==> config.mk <==
export PLATFORM = sky130hd
export DESIGN_NAME = seq_bam_mul
export DESIGN_NICKNAME = d
export VERILOG_FILES = /design/src/rtl/bam_pkg.sv /design/src/rtl/bam_row_gen.sv /design/src/rtl/seq_bam_mul.sv
export SDC_FILE = /design/constraint.sdc
export NUM_CORES = 1
export LEC_CHECK = 0
export ABC_AREA = 1
export CELL_PAD_IN_SITES_DETAIL_PLACEMENT = 1
export CELL_PAD_IN_SITES_GLOBAL_PLACEMENT = 2
export CORE_MARGIN = 5
export CORE_UTILIZATION = 33
export CTS_CLUSTER_DIAMETER = 30
export DETAILED_ROUTE_END_ITERATION = 8
export GPL_TIMING_DRIVEN = 1
export PLACE_DENSITY = 0.95
export SYNTH_ARGS = -nofsm -noshare
export SYNTH_HDL_FRONTEND = slang
export SYNTH_SLANG_ARGS = --single-unit
export TNS_END_PERCENT = 20
==> constraint.sdc <==
create_clock -name clk -period 5.1 [get_ports clk]
set_input_delay 1.02 -clock clk [delete_from_list [all_inputs] [get_ports clk]]
set_output_delay 1.02 -clock clk [all_outputs]
set_load 0.005 [all_outputs]
==> src/rtl/bam_pkg.sv <==
// Shared types and helpers for the sequential broken-array multiplier.
// Holds the FSM state enum, the per-bit keep mask and a bit-level reference model.
package bam_pkg;

    typedef enum logic [1:0] {
        IDLE = 2'd0,
        CALC = 2'd1,
        DONE = 2'd2
    } bam_state_e;

    // Keep bit for column col of partial-product row row; exact keeps everything.
    function automatic logic row_mask(input int row, input int col, input int v, input logic exact);
        return exact || ((col + row) >= v);
    endfunction

    // Sum of all kept partial-product bits, evaluated bit by bit over the full array.
    function automatic logic [63:0] bam_model(input logic [63:0] a, input logic [63:0] b,
                                              input int n, input int h, input int v,
                                              input logic exact);
        logic [63:0] sum;
        sum = '0;
        for (int j = 0; j < n; j++) begin
            for (int i = 0; i < n; i++) begin
                if (a[i] && b[j] && (exact || (j >= h && (i + j) >= v)))
                    sum = sum + (64'd1 << (i + j));
            end
        end
        return sum;
    endfunction

endpackage

==> src/rtl/bam_row_gen.sv <==
// One partial-product row of the broken array: operand a masked by the vertical
// break, gated by the multiplier bit and shifted into its column position.
module bam_row_gen
    import bam_pkg::*;
#(
    parameter int N = 8,
    parameter int V = 9
) (
    input  logic [N-1:0]         a_i,
    input  logic                 b_bit_i,
    input  logic [$clog2(N)-1:0] row_i,
    input  logic                 exact_i,
    output logic [2*N-1:0]       row_o
);

    logic [N-1:0] masked;

    always_comb begin
        masked = '0;
        for (int i = 0; i < N; i++)
            masked[i] = a_i[i] & row_mask(int'(row_i), i, V, exact_i);
        row_o = b_bit_i ? ({{N{1'b0}}, masked} << row_i) : '0;
    end

endmodule

==> src/rtl/seq_bam_mul.sv <==
// Sequential broken-array approximate multiplier, unsigned N x N -> 2N,
// accumulating one partial-product row per cycle with valid/ready handshakes.
module seq_bam_mul
    import bam_pkg::*;
#(
    parameter int N = 8,
    parameter int H = 5,
    parameter int V = 9
) (
    input  logic           clk,
    input  logic           rst_n,
    input  logic           in_valid,
    output logic           in_ready,
    input  logic [N-1:0]   a,
    input  logic [N-1:0]   b,
    input  logic           exact,
    output logic           out_valid,
    input  logic           out_ready,
    output logic [2*N-1:0] result,
    output logic           busy
);

    localparam int RW = $clog2(N);

    if (N < 2) begin : g_bad_n
        $fatal(1, "seq_bam_mul: N must be >= 2");
    end
    if (H < 0 || H > N - 1) begin : g_bad_h
        $fatal(1, "seq_bam_mul: H must be in 0..N-1");
    end
    if (V < 0 || V > 2 * N - 2) begin : g_bad_v
        $fatal(1, "seq_bam_mul: V must be in 0..2N-2");
    end

    bam_state_e     state_q, state_d;
    logic [N-1:0]   a_q, a_d, b_q, b_d;
    logic           exact_q, exact_d;
    logic [RW-1:0]  row_q, row_d;
    logic [2*N-1:0] acc_q, acc_d, result_q, result_d;
    logic [2*N-1:0] row_val;

    bam_row_gen #(.N(N), .V(V)) u_row_gen (
        .a_i     (a_q),
        .b_bit_i (b_q[row_q]),
        .row_i   (row_q),
        .exact_i (exact_q),
        .row_o   (row_val)
    );

    always_comb begin
        state_d  = state_q;
        a_d      = a_q;
        b_d      = b_q;
        exact_d  = exact_q;
        row_d    = row_q;
        acc_d    = acc_q;
        result_d = result_q;
        unique case (state_q)
            IDLE: begin
                if (in_valid) begin
                    a_d     = a;
                    b_d     = b;
                    exact_d = exact;
                    acc_d   = '0;
                    row_d   = exact ? '0 : RW'(H);
                    state_d = CALC;
                end
            end
            CALC: begin
                // Every row from the start row is visited, so latency is fixed.
                acc_d = acc_q + row_val;
                row_d = row_q + RW'(1);
                if (row_q == RW'(N - 1)) begin
                    result_d = acc_q + row_val;
                    state_d  = DONE;
                end
            end
            DONE: begin
                if (out_ready)
                    state_d = IDLE;
            end
            default: state_d = IDLE;
        endcase
    end

    always_ff @(posedge clk) begin
        if (!rst_n) begin
            state_q  <= IDLE;
            a_q      <= '0;
            b_q      <= '0;
            exact_q  <= 1'b0;
            row_q    <= '0;
            acc_q    <= '0;
            result_q <= '0;
        end else begin
            state_q  <= state_d;
            a_q      <= a_d;
            b_q      <= b_d;
            exact_q  <= exact_d;
            row_q    <= row_d;
            acc_q    <= acc_d;
            result_q <= result_d;
        end
    end

    assign in_ready  = (state_q == IDLE);
    assign busy      = (state_q != IDLE);
    assign out_valid = (state_q == DONE);
    assign result    = result_q;

endmodule

==> impl_summary.md, run 1 <==
Global route
The overflow left after global routing is 0. The total track usage is 17.1%. The number of global-route vias before repair is 3802.

The initial antenna violation count is 0. The wire length of the first global-routing pass is 18000 um. The pin count of the biggest net entering global routing is 31.

STA
The total negative slack is 0 ps. The transition time at the pin with the least slew margin is 896 ps. The final setup violation count is 0. The post-layout minimum cycle time is 4140 ps.

The fraction of the cycle the final worst path needs is 81.2%. Derived from the worst setup path, the maximum achievable clock frequency is 241 MHz. The relative slew slack is 40.2%. Clock skew on the completed layout was measured at 9.70 ps. Setup repair after global routing left no endpoint under its margin. The count of endpoints failing hold in the final timing report was 0.

The number of pins with negative max-slew slack in the final report came to 0.

Synth
During synthesis, Yosys emitted a total of 0 warnings. The number of nets handed over by synthesis was 602. The post-synthesis sequential area ratio is 30.1%. The cell count after synthesis came out at 553. The flip-flop and latch count after synthesis is 54. The post-synthesis instance area is 3590 um^2. The per-instance average area after synthesis is 6.50 um^2. The count of cell types in the netlist is 36.

Die
Once the floorplan was initialized, standard cells occupied 33.4% of the core. The floorplan die height is 114 um. The placeable core region is 10700 um^2. The die covers 13100 um^2.

The horizontal extent of the die is 114 um. The floorplan has 38 rows. During I/O placement, the number of pins put on the boundary was 40.

Clock network
The deepest level of the CTS H-tree is 2. Post-CTS repair changed the size of 0 cells. In this run, CTS created clock tree buffers numbering 5.

The number of clock sinks is 54. The clock passes through at most 2 buffers. The clock root buffer is clkbuf_8.

The clock reaches the later pin of the worst-skew pair after 320 ps. TritonCTS built the clock tree. The number of setup buffers added after CTS is 0. Hold repair after CTS inserted 0 buffers. The clock-pin transition on the worst setup and hold timing paths is 100 ps.

Place
The number of buffers inserted by port buffering is 39. The post-DP HPWL is 8460 um. At the end of routability-driven placement, the weighted congestion stood at 0.873.

Power
In this run the power density over the cells is 201 nW/um^2. The analysis attributes to cell leakage a power of 1.98 nW. VDD sags by at most 0.144 mV. Total power for the finished layout comes to 0.832 mW.

Final layout
The synthesis-to-layout area growth is 15.2%. In the final design database the tool counted 630 nets. The most common cell after layout, fill and taps aside is nand2_1. The library cells used most frequently in the layout, excluding fill and tap cells, are 168 x nand2_1, 67 x inv_1, 54 x dfxtp_1. The fraction of final layout cells sized beyond drive strength 1 is 3.79%.

The repair_antennas step left the layout with diodes totalling 0.

Setup path
At the worst endpoint, the arrival time is 4390 ps. Counting stages on the worst path, the most repeated cell is nand2_1. The cell with the largest stage delay on the worst path is dfxtp_1.

The largest single stage delay on the critical path is 840 ps. STA classifies the critical path endpoint as a register. The largest fanout on the critical path is 21. The critical path is of the register to register type. The category of the worst setup path launch point is a register. At the worst endpoint, the required time is 5340 ps. The signal on the critical path passes through inv_1 > ha_1 > inv_1 > ha_1 > inv_1 > nand4_1 > nand3_1 > nand3_1 > nand2_1 > nand2_1 > nand2_1 > inv_1 > ha_1 > a21oi_1 > nand2_1 > a21oi_1 > nand2_1 > nand2_1 > nand3_1 > a21oi_1.

Hold path
The min-delay analysis places its worst path in the category register to register.

Flow run
The number of max-cap violations is 0.

Route
For this block, the initial DRC count from the detailed router was 85. The remaining design rule violation count is 0. The total via count after detailed routing is 3559. The detailed-route vias per instance is 4.94.

The detail-routed net length per standard cell is 14.8 um. The post-route antenna net violation count is 0. The pre-antenna-repair detailed-routing pass consisted of 4 iterations. The total detailed-routing wirelength is 10700 um.

Run status
The run finished with clean final reports.
[layer usage]
metal,routed length (um),up-vias,global-route usage [%]
met4,132,0,4.20
met3,258,10,2.38
met1,5040,1705,21.7
met5,0,-,0
li1,-,1807,-
met2,5230,37,30.4
[power breakdown]
group	total (mW)	switching, mW	internal (mW)
clock	0.240	0.145	0.0947
sequential	0.455	0.0185	0.436
combinational	0.138	0.0872	0.0506
total	0.832	0.251	0.581
[area by class of cell]
class / count / area (um^2)
Multi-Input combinational cell: 408 / 2130
Sequential cell: 54 / 1080
Clock buffer: 6 / 72.6
Clock inverter: 1 / 7.51
Tap cell: 140 / 175
Fill cell: 1453 / 6610
Timing Repair Buffer: 40 / 398
Inverter: 72 / 275
[metrics by stage]
stage,instances,worst slack (ps),instance area (um^2),utilization [%],hold WS [ps]
2_1_floorplan,553,2030,3590,-,430
3_3_place_gp,714,1170,4060,37.8,455
3_5_place_dp,714,1020,4060,37.8,468
4_1_cts,721,999,4140,38.5,481
5_1_grt,721,461,4140,38.5,503
6_report,721,958,4140,38.5,482
[sequential cells by signal, indices dropped and copies added (netlist names)]
| signal | flops |
|---|---|
| b_q | 8 |
| a_q | 8 |
| result | 16 |
| acc_q | 16 |
| row_q | 3 |
| state_q | 2 |
| exact_q | 1 |
[worst max-delay path: cells and delay by family, from the launching register on]
family,cells,cell delay [ps]
compound gates,3,620
fa+ha+maj,3,910
buf+inv,4,700
flops,1,840
simple gates,10,1000
[synth_stat cells (all sizes together)]
cell | n | area share [%]
fa | 1 | 0.56
o211ai | 1 | 0.35
nor2 | 54 | 6.4
a31oi | 1 | 0.59
or2 | 2 | 0.35
a211oi | 1 | 0.21
ha | 27 | 9.4
nor3 | 4 | 0.56
nand2 | 171 | 18
xor2 | 6 | 1.5
nand4 | 4 | 0.70
a21boi | 3 | 0.63
a21oi | 41 | 5.7
inv | 72 | 7.7
dfxtp | 54 | 30
nand3 | 48 | 6.8
xnor2 | 1 | 0.24
o22ai | 1 | 0.17
o21ai | 28 | 4.0
clkbuf | 9 | 0.94
buf | 10 | 2.1
o21bai | 9 | 1.9
o21a | 5 | 1.0
[cells by family (layout without fill, tap and decap cells)]
| kind of cell | after synthesis | in the layout | share of synthesized area (%) |
|---|---|---|---|
| AND/OR/NAND/NOR | 283 | 283 | 33.0 |
| buffers and inverters | 91 | 119 | 10.7 |
| AO/OA/AOI/OAI | 90 | 90 | 14.6 |
| flip-flops | 54 | 54 | 30.1 |
| adder cells (fa/ha/maj) | 28 | 28 | 9.96 |
| XOR/XNOR | 7 | 7 | 1.71 |
[final timing paths]
kind | from | end | slack [ps] | depth (start not counted)
worst min register to register | acc_q[6] | acc_q[6] | 480 | 2
worst max register to register | row_q[1] | acc_q[14] | 960 | 20
worst max-delay path | row_q[1] | acc_q[14] | 960 | 20
worst min-delay path | acc_q[6] | acc_q[6] | 480 | 2
No activity file was read; power rests on OpenSTA's default activity.
==> run 2: changes to the inputs <==
--- a/config.mk
+++ b/config.mk
@@ -9,11 +9,11 @@
 export CELL_PAD_IN_SITES_DETAIL_PLACEMENT = 1
 export CELL_PAD_IN_SITES_GLOBAL_PLACEMENT = 2
 export CORE_MARGIN = 5
-export CORE_UTILIZATION = 33
+export CORE_UTILIZATION = 31
 export CTS_CLUSTER_DIAMETER = 30
 export DETAILED_ROUTE_END_ITERATION = 8
 export GPL_TIMING_DRIVEN = 1
-export PLACE_DENSITY = 0.95
+export PLACE_DENSITY = 0.9
 export SYNTH_ARGS = -nofsm -noshare
 export SYNTH_HDL_FRONTEND = slang
 export SYNTH_SLANG_ARGS = --single-unit
==> constraint.sdc (replaced) <==
create_clock -name clk -period 4.07 [get_ports clk]
set_input_delay 0.814 -clock clk [delete_from_list [all_inputs] [get_ports clk]]
set_output_delay 0.814 -clock clk [all_outputs]
set_load 0.005 [all_outputs]
==> run 2 against run 1 <==
Fmax grew 23%. Non-clock buffer count grew 2. Largest cell class unchanged. Largest power group unchanged. Critical endpoint is now acc_q[9]. Core utilization decreased by 1.3 points. Register-to-register slack worse by 250 ps. Global-route usage shrank 1.7 points. Combinational power grew 31%. Hold slack worse by 12 ps.
==> impl_summary.md, run 2 (same netlist as run 1, synthesis figures left out) <==
Route
The violation count after the first detailed-routing iteration is 114 (+34%). The remaining design rule violation count came to 0 (unchanged). The length of the first detailed-routing pass in iterations came to 4 (unchanged). The total detailed-routing wirelength came to 10500 um (-1.7%). The post-route antenna net violation count was 0 (unchanged). The detailed-route vias per instance came to 4.84 (-2.0%).

The total via count after detailed routing came to 3517 (-1.2%). The detail-routed net length per standard cell was 14.4 um (-2.5%).

Final layout
The summed area of non-filler cells in the final layout was 4230 um^2 (+2.3%). The antenna cell count is 0 (unchanged). The net count reported at finish is 632 (+0.32%). The fraction of final layout cells sized beyond drive strength 1 came to 4.45% (+0.67 points).

The top cell types in the final layout, fill and taps aside, are 168 x nand2_1, 67 x inv_1, 54 x dfxtp_1. The area growth from synthesis to layout is 17.8%. The most common cell after layout, fill and taps aside is nand2_1.

Die
The row count is 39 (+2.6%). The number of I/O pins is 40 (unchanged). The die footprint is 13800 um^2 (+5.9%). The placeable core region came to 11400 um^2 (+5.8%). The horizontal extent of the die came to 118 um (+2.9%). The starting utilization of the core area came to 31.6% (-1.8 points). The floorplan die height is 118 um (+2.9%).

STA
The total negative slack is 0 ps (unchanged). The number of pins with negative max-slew slack in the final report came to 0 (unchanged). The upper clock frequency limit is 298 MHz (+23%). Setup repair after global routing left no endpoint under its margin. The transition time at the pin with the least slew margin is 935 ps (+38.6 ps). The final setup violation count came to 0 (unchanged). The fraction of the cycle the final worst path needs is 82.5% (+1.3 points). The relative slew slack is 37.6% (-2.6 points). The post-layout minimum cycle time is 3360 ps (-783 ps).

The largest clock skew in the final design is 9.38 ps (-0.315 ps). The count of endpoints failing hold in the final timing report is 0 (unchanged).

Setup path
The worst path arrival time was 3580 ps (-810 ps). The sort of element at the end of the critical path is a register. The largest fanout on the critical path came to 15 (-29%). The data required time of the worst path is 4290 ps (-1050 ps). The category of the worst setup path launch point is a register. The critical path in this run is classified as register to register.

Clock network
The number of clock sinks is 54 (unchanged). The clock-pin transition on the worst setup and hold timing paths is 80 ps (-20 ps). The clock buffer count from CTS was 5 (unchanged). The insertion delay to the later sink of the worst-skew pair is 300 ps (-20 ps). TritonCTS built the clock tree. The post-cts repair resize count came to 0 (unchanged). The number of setup buffers added after CTS came to 0 (unchanged). The deepest level of the CTS H-tree is 2 (unchanged). In this run the clock root is driven by a clkbuf_16. The maximum root-to-sink buffer count was 2 (unchanged). The number of hold buffers added after cts is 0 (unchanged).

Power
The power per unit of standard cell area came to 283 nW/um^2 (+41%). The peak ir drop on the vdd network is 0.161 mV (+12%). The cell leakage power is 2.02 nW (+2.4%). The total power is 1.20 mW (+44%).

Global route
The overflow left after global routing was 0 (unchanged). The initial antenna violation count came to 0 (unchanged). The number of global-route vias before repair is 3770 (-0.84%).

The pin count of the biggest net entering global routing is 31 (unchanged). The total track usage is 15.4% (-1.7 points). The wire length of the first global-routing pass is 18100 um (+0.23%).

Flow run
The number of max-cap violations is 0 (unchanged).

Place
The total placed instance area is 4080 um^2 (+0.46%). The number of buffers inserted by port buffering is 39 (unchanged). The post-DP HPWL is 8170 um (-3.3%). The placer congestion estimate came to 0.853 (-2.3%).

Run status
The flow ran to the end, and the final reports show no timing, DRC or antenna violations.

Hold path
The classification of the worst-slack hold path is register to register.
## run 2: worst max-delay path, stage by stage (launching register included)
cell     delay [ps]
dfxtp_1         320
inv_1           370
ha_1            240
inv_1            70
ha_1            290
inv_1            60
nand4_1         110
nand3_1         150
nand3_1         110
nand2_1         110
a21oi_1          90
ha_1            360
nand2_1          90
inv_1            60
nand3_1          80
nand2_1         160
nand2_1         110
nand2_1          80
nand2_1          50
nand2_1         150
nand2_1          80
a21oi_1         140
## run 2: metrics by stage
stage	setup WS (ps)	hold slack (ps)	utilization [%]	instances
floorplan	998	430	-	553
global placement	714	456	35.9	719
detailed placement	725	460	35.9	719
CTS	688	473	37.2	727
global route	271	493	37.2	727
finish	711	470	37.2	727
## run 2: area by class of cell
| cell class | instances | area, um^2 |
|---|---|---|
| clock buffer | 6 | 139 |
| timing repair buffer | 42 | 413 |
| inverter | 72 | 275 |
| clock inverter | 2 | 16.3 |
| sequential | 54 | 1080 |
| multi-input combinational | 408 | 2130 |
| tap | 143 | 179 |
| fill | 1458 | 7140 |
## run 2: final timing paths
check / from / endpoint / slack (ps) / cells after the start
setup / recovery: row_q[1] / acc_q[9] / 710 / 21
hold / removal: result[1] / result[1] / 470 / 2
setup reg to reg: row_q[1] / acc_q[9] / 710 / 21
hold reg to reg: result[1] / result[1] / 470 / 2
## run 2: routing by layer
metal	global-route usage, %	wire, um
met1	19.9	5210
met2	26.9	4900
met3	1.97	222
met4	3.87	138
met5	0	0
## run 2: power breakdown
group / internal [mW] / switching (mW)
combinational: 0.0651 / 0.116
sequential: 0.546 / 0.0160
clock: 0.248 / 0.208
==> run 3: changes to the inputs <==
==> constraint.sdc (replaced) <==
create_clock -name clk -period 3.2 [get_ports clk]
set_input_delay 0.64 -clock clk [delete_from_list [all_inputs] [get_ports clk]]
set_output_delay 0.64 -clock clk [all_outputs]
set_load 0.005 [all_outputs]
==> run 3 against run 2 <==
Fmax up 14%. Critical path type unchanged. Largest cell class unchanged. Clock skew decreased by 2.8 ps. Clock power up 35%. Die area unchanged. Critical endpoint is now result[12]. Register-to-register slack worse by 450 ps. Wire length grew 3.0%.
==> impl_summary.md, run 3 (same netlist as run 1, synthesis figures left out) <==
Run status
The flow ran to the end, and the final reports show no timing, DRC or antenna violations.

Setup path
The number of buffer and inverter stages on the critical path is 4 (unchanged). The delay contributed by the slowest stage of the critical path is 380 ps (about the same). The cell class contributing the biggest share of worst-path delay is simple AND/OR/NAND/NOR gates. The data required time of the worst path is 3400 ps (-890 ps). The worst reg2reg path depth is 22 (+4.8%). The largest fanout on the critical path is 5 (-10). The critical path depth in cells was 22 (+4.8%).

By startpoint and endpoint, the worst setup path is classified as register to register. The critical path goes through inv_4 > ha_1 > inv_1 > ha_1 > inv_1 > nand4_1 > nand3_1 > nand3_1 > nand2_1 > a21oi_1 > ha_1 > nand2_1 > nor2_1 > nand2_1 > nand2_1 > nand2_1 > nand2_1 > nand2_1 > nand2_2 > nand2_1 > nand2_1 > inv_1. The sort of element at the end of the critical path is a register. STA classifies the critical path startpoint as a register. In this design, the critical path's most frequently occurring cell is nand2_1. The worst path arrival time is 3140 ps (-440 ps). On the critical path, the stage with the largest delay is an instance of dfxtp_4.

Route
The total via count after detailed routing came to 3529 (+0.34%). The length of the first detailed-routing pass in iterations is 4 (unchanged). The detail-routed net length per standard cell is 14.7 um (+1.8%).

The total detailed-routing wirelength is 10800 um (+3.0%). The remaining design rule violation count came to 0 (unchanged). The violation count after the first detailed-routing iteration was 108 (-5.3%). The detailed-route vias per instance was 4.79 (-0.89%). The post-route antenna net violation count is 0 (unchanged).

Global route
The wire length of the first global-routing pass is 18400 um (+1.8%). The initial antenna violation count came to 0 (unchanged). The pin count of the biggest net entering global routing is 30 (-3.2%). The overflow left after global routing is 0 (unchanged). The total track usage is 15.8% (+0.40 points).

The number of global-route vias before repair is 3828 (+1.5%).

Die
The placeable core region is 11400 um^2 (unchanged). The starting utilization of the core area came to 31.6% (unchanged). The horizontal extent of the die is 118 um (unchanged). The floorplan die height is 118 um (unchanged). The number of I/O pins was 40 (unchanged). The row count came to 39 (unchanged). The die footprint is 13800 um^2 (unchanged).

Hold path
The number of cells on the worst hold path is 2 (unchanged). In this run the worst hold path is classified as register to register.

Power
The net switching component of the power is 0.423 mW (+24%). The combinational share of power came to 15.9% (+0.8 points). The cell leakage power is 2.08 nW (+2.9%). The internal power contribution is 1.16 mW (+35%). The peak ir drop on the vdd network is 0.238 mV (+48%). The total power was 1.58 mW (+32%). The switching part of the total is 26.8% (-1.6 points). The power share of the clock group is 39.0% (+1.0 points).

The relative contribution of sequential cells to total power is 45.1% (-1.8 points). The power per unit of standard cell area came to 361 nW/um^2 (+27%).

Clock network
The clock buffer count from CTS is 5 (unchanged). The TritonCTS clock tree is done. The deepest level of the CTS H-tree came to 2 (unchanged). The number of hold buffers added after cts is 0 (unchanged). The clock-pin transition on the worst setup and hold timing paths was 70 ps (about the same). The insertion delay to the later sink of the worst-skew pair is 290 ps (about the same).

The maximum root-to-sink buffer count came to 2 (unchanged). The cell sitting at the root of the clock tree is a clkbuf_16. The number of clock sinks is 54 (unchanged).

Final layout
The most common cell after layout, fill and taps aside is nand2_1. The synthesis-to-layout area growth is 21.9%. The footprint of the flip-flops and latches was 1090 um^2 (+0.69%). The summed area of non-filler cells in the final layout is 4380 um^2 (+3.5%).

The fraction of final layout cells sized beyond drive strength 1 came to 8.26% (+3.8 points). The multi-input logic area was 2190 um^2 (+2.8%). The layout filler cell count came to 1509 (+3.5%). The net count reported at finish is 641 (+1.4%). The antenna cell count is 0 (unchanged).

In the layout the commonest cells are 165 x nand2_1, 66 x inv_1, 52 x dfxtp_1.

Place
The placer congestion estimate is 0.890 (+4.3%). The number of buffers inserted by port buffering is 39 (unchanged). The post-DP HPWL is 8540 um (+4.5%). The total placed instance area is 4140 um^2 (+1.5%).

STA
The number of pins with negative max-slew slack in the final report is 0 (unchanged). The count of endpoints failing hold in the final timing report came to 0 (unchanged). The transition time at the pin with the least slew margin came to 904 ps (-31.0 ps).

The upper clock frequency limit is 340 MHz (+14%). The largest clock skew in the final design is 6.60 ps (-2.78 ps). The relative slew slack came to 39.7% (+2.1 points). The post-layout minimum cycle time is 2940 ps (-421 ps). The fraction of the cycle the final worst path needs is 91.8% (+9.3 points). The total negative slack was 0 ps (unchanged). The final setup violation count was 0 (unchanged).

Flow run
The number of max-cap violations is 0 (unchanged).
run 3: final timing paths:
check / from / endpoint / slack [ps]
worst min-delay path: acc_q[0] / acc_q[0] / 470
worst min register to register: acc_q[0] / acc_q[0] / 470
worst max-delay path: row_q[0] / result[12] / 260
worst max register to register: row_q[0] / result[12] / 260
run 3: cell type report:
type | instances | area share (%)
repair buffers | 51 | 11.0
well taps | 143 | 4.09
clock inverters | 3 | 0.914
clock buffers | 5 | 2.86
inverters | 72 | 6.34
multi-input cells | 408 | 50.0
flip-flops and latches | 54 | 24.9
run 3: metrics by stage:
step	utilization (%)	worst slack [ps]	hold WS, ps	cells
after floorplan	-	128	430	553
after global placement	36.4	170	457	727
after detailed placement	36.4	152	468	727
after CTS	37.8	147	479	735
after global routing	38.5	-11.5	500	736
final	38.5	262	471	736
run 3: timing repair:
item	in CTS	in global routing
setup buffers	0	1
endpoints found under the setup margin	0	20
resized for setup	0	20
run 3: worst reg2reg max path, stage by stage, from the launching register on:
cell	delay, ps
dfxtp_4	380
inv_4	40
ha_1	180
inv_1	90
ha_1	250
inv_1	60
nand4_1	120
nand3_1	140
nand3_1	100
nand2_1	80
a21oi_1	80
ha_1	370
nand2_1	100
nor2_1	170
nand2_1	90
nand2_1	110
nand2_1	100
nand2_1	70
nand2_1	80
nand2_2	80
nand2_1	50
nand2_1	60
inv_1	40
run 3: per-layer routing:
metal | up-vias | wire (um) | GRT usage [%] | share of wire (%)
met3 | 10 | 196 | 1.97 | 1.8
li1 | 1842 | - | - | -
met2 | 36 | 5120 | 27.1 | 47
met4 | 0 | 146 | 4.01 | 1.4
met1 | 1641 | 5330 | 20.9 | 49
met5 | - | 0 | 0 | 0
run 3: power by group through the flow:
stage	Combinational [mW]	Clock [mW]	Sequential [mW]
finish	0.251	0.616	0.713
global placement	0.241	0	0.729
global route	0.280	0.668	0.717
detailed placement	0.246	0	0.730
floorplan	0.162	0	0.724
CTS	0.246	0.636	0.714
